File: config.mk
export PLATFORM = sky130hd
export DESIGN_NAME = fifth_stack_ctl
export DESIGN_NICKNAME = d
export VERILOG_FILES = /design/src/rtl/fifth_pkg.sv /design/src/rtl/fifth_stack_ram.sv /design/src/rtl/fifth_stack_ctl.sv
export SDC_FILE = /design/constraint.sdc
export NUM_CORES = 1
export LEC_CHECK = 0
export BUFFER_PORTS_ARGS = -buffer_cell sky130_fd_sc_hd__buf_2
export CORE_UTILIZATION = 49
export DETAILED_ROUTE_END_ITERATION = 10
export GPL_ROUTABILITY_DRIVEN = 1
export PLACE_DENSITY = 0.78
export SLEW_MARGIN = 40
export SYNTH_ARGS = -nofsm -noshare
export SYNTH_HDL_FRONTEND = slang
export SYNTH_SLANG_ARGS = --single-unit
File: constraint.sdc
create_clock -name clk -period 7.4 [get_ports clk]
set_input_delay 2.22 -clock clk [delete_from_list [all_inputs] [get_ports clk]]
set_output_delay 2.22 -clock clk [all_outputs]
set_load 0.02 [all_outputs]
File: src/rtl/fifth_pkg.sv
// Shared definitions for the fifth core stack unit: delta encoding and
// its sign extension.
package fifth_pkg;

  // 2-bit two's-complement pointer change applied by an op cycle.
  localparam logic [1:0] DELTA_PUSH = 2'b01;  // +1
  localparam logic [1:0] DELTA_NONE = 2'b00;  //  0
  localparam logic [1:0] DELTA_POP1 = 2'b11;  // -1
  localparam logic [1:0] DELTA_POP2 = 2'b10;  // -2

  // Sign-extend a delta code to a full integer; callers size-cast it to
  // the pointer or counter width they need.
  function automatic int sext_delta(input logic [1:0] code);
    case (code)
      DELTA_PUSH: return 1;
      DELTA_POP1: return -1;
      DELTA_POP2: return -2;
      default:    return 0;
    endcase
  endfunction

endpackage

File: src/rtl/fifth_stack_ram.sv
// Stack storage: one synchronous write port, two asynchronous read ports
// for the top two entries, and one synchronous read port for the peek path.
module fifth_stack_ram #(
  parameter int WIDTH = 16,
  parameter int DEPTH = 16,
  parameter int PTR_W = $clog2(DEPTH)
) (
  input  logic             clk,
  input  logic             we,
  input  logic [PTR_W-1:0] waddr,
  input  logic [WIDTH-1:0] wdata,
  input  logic [PTR_W-1:0] top_addr,
  output logic [WIDTH-1:0] top_data,
  input  logic [PTR_W-1:0] second_addr,
  output logic [WIDTH-1:0] second_data,
  input  logic [PTR_W-1:0] peek_addr,
  output logic [WIDTH-1:0] peek_data
);

  logic [WIDTH-1:0] mem [DEPTH];

  // Write port plus registered peek read; the peek sees the pre-write value.
  // NOTE: no reset on the array or its read register -- a reset here would
  // turn the RAM into flops; contents are don't-care until written.
  // NOTE: non-blocking assignments make the peek read the old contents when
  // the same slot is written on the same edge.
  always_ff @(posedge clk) begin
    if (we) mem[waddr] <= wdata;
    peek_data <= mem[peek_addr];
  end

  // Combinational reads feeding the core's T/N registers.
  assign top_data    = mem[top_addr];
  assign second_data = mem[second_addr];

endmodule

File: src/rtl/fifth_stack_ctl.sv
// Stack controller for the fifth core: stack pointer, occupancy counter,
// overflow/underflow detection with protect-or-wrap policy, top/second
// outputs and a registered debug peek port.
module fifth_stack_ctl
  import fifth_pkg::*;
#(
  parameter int WIDTH   = 16,
  parameter int DEPTH   = 16,
  parameter bit PROTECT = 1'b1,
  localparam int PTR_W  = $clog2(DEPTH)
) (
  input  logic             clk,
  input  logic             reset,
  input  logic             op_valid,
  input  logic [1:0]       delta,
  input  logic             write_en,
  input  logic [WIDTH-1:0] write_data,
  input  logic             clear_err,
  output logic [WIDTH-1:0] top,
  output logic [WIDTH-1:0] second,
  output logic [PTR_W:0]   depth,
  output logic             full,
  output logic             empty,
  output logic             err_overflow,
  output logic             err_underflow,
  output logic             fault,
  input  logic [PTR_W-1:0] peek_index,
  output logic [WIDTH-1:0] peek_data,
  output logic             peek_hit
);

  // Signed width wide enough for depth in 0..DEPTH plus a -2..+1 change.
  localparam int DW = PTR_W + 2;
  localparam logic signed [DW-1:0] DEPTH_S   = DW'(DEPTH);
  localparam logic        [PTR_W:0] DEPTH_U  = (PTR_W + 1)'(DEPTH);
  localparam logic        [PTR_W-1:0] SP_RST = PTR_W'(DEPTH - 1);

  logic [PTR_W-1:0]     sp;
  logic [PTR_W-1:0]     sp_next;
  logic [PTR_W-1:0]     target_sp;
  logic [PTR_W:0]       depth_next;
  logic signed [DW-1:0] new_depth;
  logic                 ovf;
  logic                 unf;
  logic                 commit;
  logic                 ram_we;
  logic [WIDTH-1:0]     ram_top;
  logic [WIDTH-1:0]     ram_second;
  logic [WIDTH-1:0]     ram_peek;

  // Op evaluation: candidate depth, error detection, and whether the op lands.
  // NOTE: every output of this block gets a default first so no path leaves a
  // signal unassigned, which would otherwise infer a latch.
  always_comb begin
    new_depth  = $signed({1'b0, depth}) + DW'(sext_delta(delta));
    target_sp  = sp + PTR_W'(sext_delta(delta));
    ovf        = 1'b0;
    unf        = 1'b0;
    commit     = 1'b0;
    sp_next    = sp;
    depth_next = depth;
    ram_we     = 1'b0;
    if (op_valid) begin
      ovf    = new_depth > DEPTH_S;
      unf    = new_depth[DW-1] || (write_en && new_depth == '0);
      // Protect mode drops an erroring op; wrap mode lets the pointer move.
      commit = !(ovf || unf) || !PROTECT;
    end
    if (commit) begin
      sp_next = target_sp;
      ram_we  = write_en;
      if (ovf)      depth_next = DEPTH_U;
      else if (unf) depth_next = '0;
      else          depth_next = new_depth[PTR_W:0];
    end
  end

  // Pointer, occupancy, sticky flags, fault pulse and peek hit registers.
  always_ff @(posedge clk or negedge reset) begin
    if (!reset) begin
      sp            <= SP_RST;
      depth         <= '0;
      err_overflow  <= 1'b0;
      err_underflow <= 1'b0;
      fault         <= 1'b0;
      peek_hit      <= 1'b0;
    end else begin
      sp            <= sp_next;
      depth         <= depth_next;
      // A new error outranks a simultaneous clear.
      err_overflow  <= ovf || (err_overflow && !clear_err);
      err_underflow <= unf || (err_underflow && !clear_err);
      fault         <= ovf || unf;
      peek_hit      <= {1'b0, peek_index} < depth;
    end
  end

  fifth_stack_ram #(
    .WIDTH (WIDTH),
    .DEPTH (DEPTH),
    .PTR_W (PTR_W)
  ) u_ram (
    .clk         (clk),
    .we          (ram_we),
    .waddr       (target_sp),
    .wdata       (write_data),
    .top_addr    (sp),
    .top_data    (ram_top),
    .second_addr (sp - PTR_W'(1)),
    .second_data (ram_second),
    .peek_addr   (sp - peek_index),
    .peek_data   (ram_peek)
  );

  // Occupancy-gated views of the storage.
  assign empty     = depth == '0;
  assign full      = depth == DEPTH_U;
  assign top       = empty ? '0 : ram_top;
  assign second    = (depth[PTR_W:1] == '0) ? '0 : ram_second;
  assign peek_data = peek_hit ? ram_peek : '0;

endmodule

==> results of run 1 <==
Yosys cell counts, types with 3 or more instances:
cell / n
xor2_1: 10
buf_1: 12
mux4_2: 208
mux2i_1: 33
ha_1: 11
nand2_1: 3
nand2b_1: 4
a21o_1: 3
nand4b_1: 3
clkbuf_1: 38
nor3_1: 8
or2_2: 4
dfstp_2: 4
and2_1: 18
inv_1: 11
edfxtp_1: 256
a22o_1: 3
dfxtp_1: 16
nor3b_1: 4
xnor2_1: 3
nor2_1: 18
buf_2: 19
dfrtp_1: 9
a211oi_1: 48
nor2b_1: 50
a21oi_1: 19
metal layers:
| layer | wire length (µm) | track usage, % | up-vias |
|---|---|---|---|
| li1 | - | - | 3760 |
| met1 | 15300 | 35.0 | 4848 |
| met2 | 18300 | 39.3 | 528 |
| met3 | 3640 | 5.36 | 100 |
| met4 | 1400 | 9.28 | 2 |
| met5 | 13 | 0 | - |
power breakdown:
| group | switching [µW] | internal [µW] |
|---|---|---|
| Sequential | 325 | 1980 |
| Combinational | 2670 | 2330 |
| Clock | 620 | 934 |
| Total | 3620 | 5250 |
through the flow:
step                      instance area, µm²  util (%)
final                                  17500      56.8
after global placement                 16300      53.1
after CTS                              17500      56.8
after floorplan                        15400         -
after detailed placement               16400      53.5
after global routing                   17500      56.8
layout make-up:
class | instances | area share, %
tap | 396 | 2.84
multi-input combinational | 478 | 39.4
sequential | 285 | 47.8
inverter | 11 | 0.236
clock inverter | 19 | 1.24
clock buffer | 37 | 4.57
timing repair buffer | 110 | 3.95
worst min-delay path: stages, from the launching register on:
cell     delay, ns
dfrtp_1       0.37
inv_1         0.05
o22ai_1       0.06
cell families after synthesis:
kind of cell,after synthesis
AND/OR/NAND/NOR,124
buffers and inverters,81
adder cells (fa/ha/maj),12
XOR/XNOR,14
AO/OA/AOI/OAI,84
flip-flops,285
multiplexers,244
worst max-delay path by stage:
stage                       end  depth (start not counted)  startpoint
6_report              second[9]                          8       sp[1]
2_1_floorplan  u_ram.mem[15][0]                          9    delta[1]
5_1_grt               second[9]                          8       sp[1]
3_3_place_gp    u_ram.mem[6][5]                          9    delta[0]
3_5_place_dp   u_ram.mem[10][7]                         10    delta[0]
4_1_cts               second[9]                          8       sp[1]
sequential cells by signal, summed over array words and instances, names as in the netlist:
register	flops
u_ram.mem	256
err_overflow	1
fault	1
err_underflow	1
sp	4
u_ram.peek_data	16
peek_hit	1
depth	5
==> run_results.csv, run 1 <==
group,metric,value,unit
route,drcViolationCount,16,
route,drt-total-wl,38.7,mm
timing,worstMarginPinSlew,0.835,ns
job,drv_cap,0,
setup_path,worstPathRequired,5.18,ns
global_routing,antenna_found_initial,1,
global_routing,grt_max_degree,91,
global_routing,grt_pass1_wl,58.3,mm
outcome,violations,"design-rule violations",
clock_tree,cts_tree,"done",
clock_tree,numClockSinks,285,
timing,period_needed,6.31,ns
outcome,outcome,"complete, but fails checks",
min_path,holdPathStages,2,
setup_path,r2r_end,"u_ram.peek_data[7]",
yosys,netlist_area,15400,µm²
yosys,synthSimpleGateAreaFrac,4.88,%
yosys,synth_fp_nets,883,
min_path,holdPathEnd,"err_underflow",
yosys,synth_warnings,0,
setup_path,worstPathCellList,"inv_1 > ha_2 > buf_12 > mux4_2 > nor2b_1 > a211oi_1 > a211oi_1 > buf_2",
route,postRouteAntennaNets,0,
power,p_leak,0.00576,µW
yosys,yosys-top-cells-area,"edfxtp_1 (50%), mux4_2 (30%), a211oi_1 (2.3%)",
min_path,min-delay-start,"err_underflow",
yosys,synth_cell_types,48,
timing,rsz0062_at_grt,"no",
die,fp-row-count,64,
die,core,30700,µm²
clock_tree,post_cts_buffers,0,
setup_path,r2r_start,"sp[0]",
yosys,synth_top_area_share,50.0,%
layout,nFillCells,2324,
timing,max_freq,0.158,GHz
route,vias_per_cell,6.91,
place,post-place-cells,1279,
layout,multi_input_area,6880,µm²
yosys,postSynthCellCount,844,
route,drtIter0Drc,990,
setup_path,path_class,"flip-flop to output pin",
setup_path,crit_top_cell,"a211oi_1",
die,start_util,50.0,%
yosys,yosysSeqAreaShare,54.3,%
route,avgRoutedWirePerCell,29.0,µm
timing,finClkSkew,0.0116,ns
place,dp_slack,1.63,ns
setup_path,cp_max_fo,39,
timing,drv_slew,0,
die,die_area,32100,µm²
yosys,postSynthAreaPerCell,18.2,µm²
yosys,synth-main-ff-cell,"edfxtp_1",
timing,hold_ws,0.526,ns
yosys,synth_compound_area_share,3.93,%
layout,layout_commonest_cell,"edfxtp_1",
layout,ff_latch_area,8350,µm²
yosys,muxShareOfSynthArea,32.9,%
power,power,8860,µW
setup_path,start_kind,"flip-flop",
timing,setup_tns,0,ns
route,drt_pass1_iterations,9,
timing,setup_ws,1.09,ns
setup_path,reg2reg_slack,3.37,ns
clock_tree,cts_hold_buf,0,
yosys,yosys.area.top_type,"edfxtp_1",
layout,area_growth,13.7,%
route,vias,9238,
place,port_buffers,85,
global_routing,first_global_vias,9447,
yosys,async_flop_share,4.56,%
yosys,synthAdderAreaFrac,1.03,%
layout,layout_common_cells,"edfxtp_1 (256), mux4_2 (208), buf_2 (85)",
die,ioPinCount,86,
timing,period_share,85.3,%
setup_path,critPathBufInv,3,
die,die_w,179,µm
setup_path,crit_family,"flip-flops",
power,powerDensity,507,nW/µm²
layout,drive_gt1_share,43.1,%
clock_tree,cts_resized,0,
clock_tree,clock_latency,0.56,ns
setup_path,cp.arrival,4.09,ns
setup_path,crit_path_max_incr_delay,1.08,ns
power,peakVddDrop,0.000409,V
yosys,synth_top_family_by_area,"multiplexers",
yosys,synth-xor-area-share,0.847,%
global_routing,gr-usage-all-layers,25.1,%
clock_tree,clk_pin_slew,0.06,ns
clock_tree,ctsRootBufferMaster,"clkbuf_16",
global_routing,overflow,0,
clock_tree,cts-buffers-inserted,30,
clock_tree,cts_buffer_depth,3,
timing,setup_viol,0,
place,gp_congestion,0.858,
yosys,synth-edff-count,256,
clock_tree,htreeDepth,1,
setup_path,slowest_stage,"dfstp_4",
setup_path,crit_path_end_kind,"output pin",
timing,slew_headroom,44.3,%
yosys,synth_seq_cells,285,
place,dp_hpwl,23.2,mm
layout,layout.nets,955,
min_path,hp-class,"flip-flop to flip-flop",
die,die_y,179,µm
setup_path,reg2reg_depth,8,
layout,fin_cells,1336,
layout,diodes,0,
timing,hold_violations,0,
Note: power is estimated with default switching activity, not from simulation.
==> run 2: changes to the inputs <==
==> constraint.sdc (replaced) <==
create_clock -name clk -period 7.4 [get_ports clk]
set_input_delay 2.22 -clock clk [delete_from_list [all_inputs] [get_ports clk]]
set_output_delay 2.22 -clock clk [all_outputs]
set_load 0.05 [all_outputs]
==> run_results.csv, run 2 (synthesis gave the netlist of run 1 again) <==
group,metric,value,unit
place,dp_hpwl,23.1,mm
clock_tree,cts-buffers-inserted,29,
min_path,holdPathStages,2,
global_routing,use_met1,34.8,%
place,dp_slack,1.57,ns
global_routing,grt_pass1_wl,57.6,mm
timing,hold_ws,0.530,ns
clock_tree,post_cts_buffers,0,
timing,setup_tns,0,ns
setup_path,crit_top_cell,"a211oi_1",
route,vias,9206,
clock_tree,clk_pin_slew,0.06,ns
layout,top_register,"u_ram.mem",
timing,period_share,83.5,%
route,drt_pass1_iterations,8,
route,avgRoutedWirePerCell,28.5,µm
global_routing,grt-busiest-layer,"met2",
global_routing,grt_max_degree,54,
clock_tree,cts_tree,"done",
place,port_buffers,85,
timing,period_needed,6.18,ns
layout,layout_commonest_cell,"edfxtp_1",
clock_tree,cts_buffer_depth,3,
layout,nFillCells,2314,
die,die_w,179,µm
timing,drv_slew,0,
clock_tree,cts_resized,0,
setup_path,reg2reg_depth,9,
die,fp-row-count,64,
clock_tree,cts_hold_buf,0,
global_routing,gr-usage-all-layers,24.8,%
setup_path,cp.arrival,3.96,ns
layout,fin_area,17400,µm²
setup_path,worstPathRequired,5.18,ns
route,postRouteAntennaNets,0,
timing,max_freq,0.162,GHz
route,drcViolationCount,17,
setup_path,r2r_start,"depth[0]",
min_path,min-delay-start,"err_underflow",
clock_tree,numClockSinks,285,
global_routing,overflow,0,
die,ioPinCount,86,
setup_path,slowest_stage,"dfstp_4",
outcome,outcome,"complete, but fails checks",
setup_path,worstPathCellList,"inv_1 > ha_2 > buf_12 > mux4_2 > nor2b_1 > a211oi_1 > a211oi_1 > buf_2",
timing,worstMarginPinSlew,0.759,ns
layout,diodes,0,
job,drv_cap,0,
layout,area_growth,13.5,%
route,drt-total-wl,38.2,mm
global_routing,met2_usage,39.2,%
min_path,holdPathEnd,"err_underflow",
timing,setup_viol,0,
timing,slew_headroom,49.4,%
global_routing,use_met3,4.60,%
timing,rsz0062_at_grt,"no",
setup_path,path_class,"flip-flop to output pin",
place,gp_congestion,0.812,
route,drtIter0Drc,1070,
clock_tree,ctsRootBufferMaster,"clkbuf_16",
timing,setup_ws,1.22,ns
route,vias_per_cell,6.87,
layout,largestRegisters,"u_ram.mem (256), u_ram.peek_data (16), depth (5)",
global_routing,first_global_vias,9148,
layout,drive_gt1_share,44.3,%
die,die_y,179,µm
global_routing,antenna_found_initial,1,
setup_path,crit_path_end_kind,"output pin",
timing,hold_violations,0,
clock_tree,clock_latency,0.56,ns
layout,layout.nets,960,
die,core,30700,µm²
die,die_area,32100,µm²
setup_path,start_kind,"flip-flop",
layout,layout_common_cells,"edfxtp_1 (256), mux4_2 (208), buf_2 (85)",
place,place_area,16400,µm²
die,start_util,50.0,%
setup_path,crit_family,"flip-flops",
setup_path,crit_path_max_incr_delay,0.93,ns
outcome,violations,"design-rule violations",
setup_path,reg2reg_slack,3.33,ns
timing,finClkSkew,0.0257,ns
layout,largest_reg_flops,256,
setup_path,cp_max_fo,34,
clock_tree,htreeDepth,1,
setup_path,r2r_end,"u_ram.mem[11][13]",
setup_path,critPathBufInv,3,
min_path,hp-class,"flip-flop to flip-flop",
==> run 2: cell count changes in the layout (fill, tap and decap cells not counted), moves of 3 or more <==
cell,before,now
clkbuf_1,6,2
clkinv_4,0,3
clkinv_2,5,12
clkinv_1,7,2
buf_4,20,25
==> run 2: layout make-up <==
cell class,count,area (µm²),share of cell area (%)
Sequential cell,285,8350,47.9
Multi-Input combinational cell,478,6870,39.4
Clock buffer,31,733,4.20
Timing Repair Buffer,116,714,4.10
Tap cell,396,495,2.84
Clock inverter,23,230,1.32
Inverter,11,41.3,0.237
==> run 2: routing by layer <==
metal | part of all wire, % | vias to the layer above
met5 | 0.034 | -
met4 | 3.4 | 2
met3 | 7.8 | 74
met2 | 48 | 474
met1 | 40 | 4888
li1 | - | 3768
==> run 2: stage by stage <==
| step | util [%] | instances |
|---|---|---|
| after floorplan | - | 844 |
| final | 56.7 | 1340 |
| after CTS | 56.6 | 1339 |
| after detailed placement | 53.5 | 1285 |
| after global routing | 56.7 | 1340 |
| after global placement | 53.3 | 1283 |
==> run 2: how the worst max path moves through the flow <==
stage              from                end  slack (ns)  depth (start not counted)
6_report          sp[0]          second[7]        1.22                          8
3_5_place_dp   delta[0]  u_ram.mem[11][13]        1.57                         10
3_3_place_gp   delta[0]    u_ram.mem[4][5]        1.59                          9
2_1_floorplan     sp[1]         second[10]        1.36                          9
5_1_grt           sp[0]          second[7]        0.97                          8
4_1_cts           sp[0]          second[7]        1.19                          8
==> run 2: tightest hold or removal path, stage by stage (launching register included) <==
cell and delay, ns:
dfrtp_1 0.37, inv_1 0.05, o22ai_1 0.06
Power of run 2 is left out: the tool's default activity adds up to more than one toggle a clock period on the data nets, which glitch-free logic cannot reach.
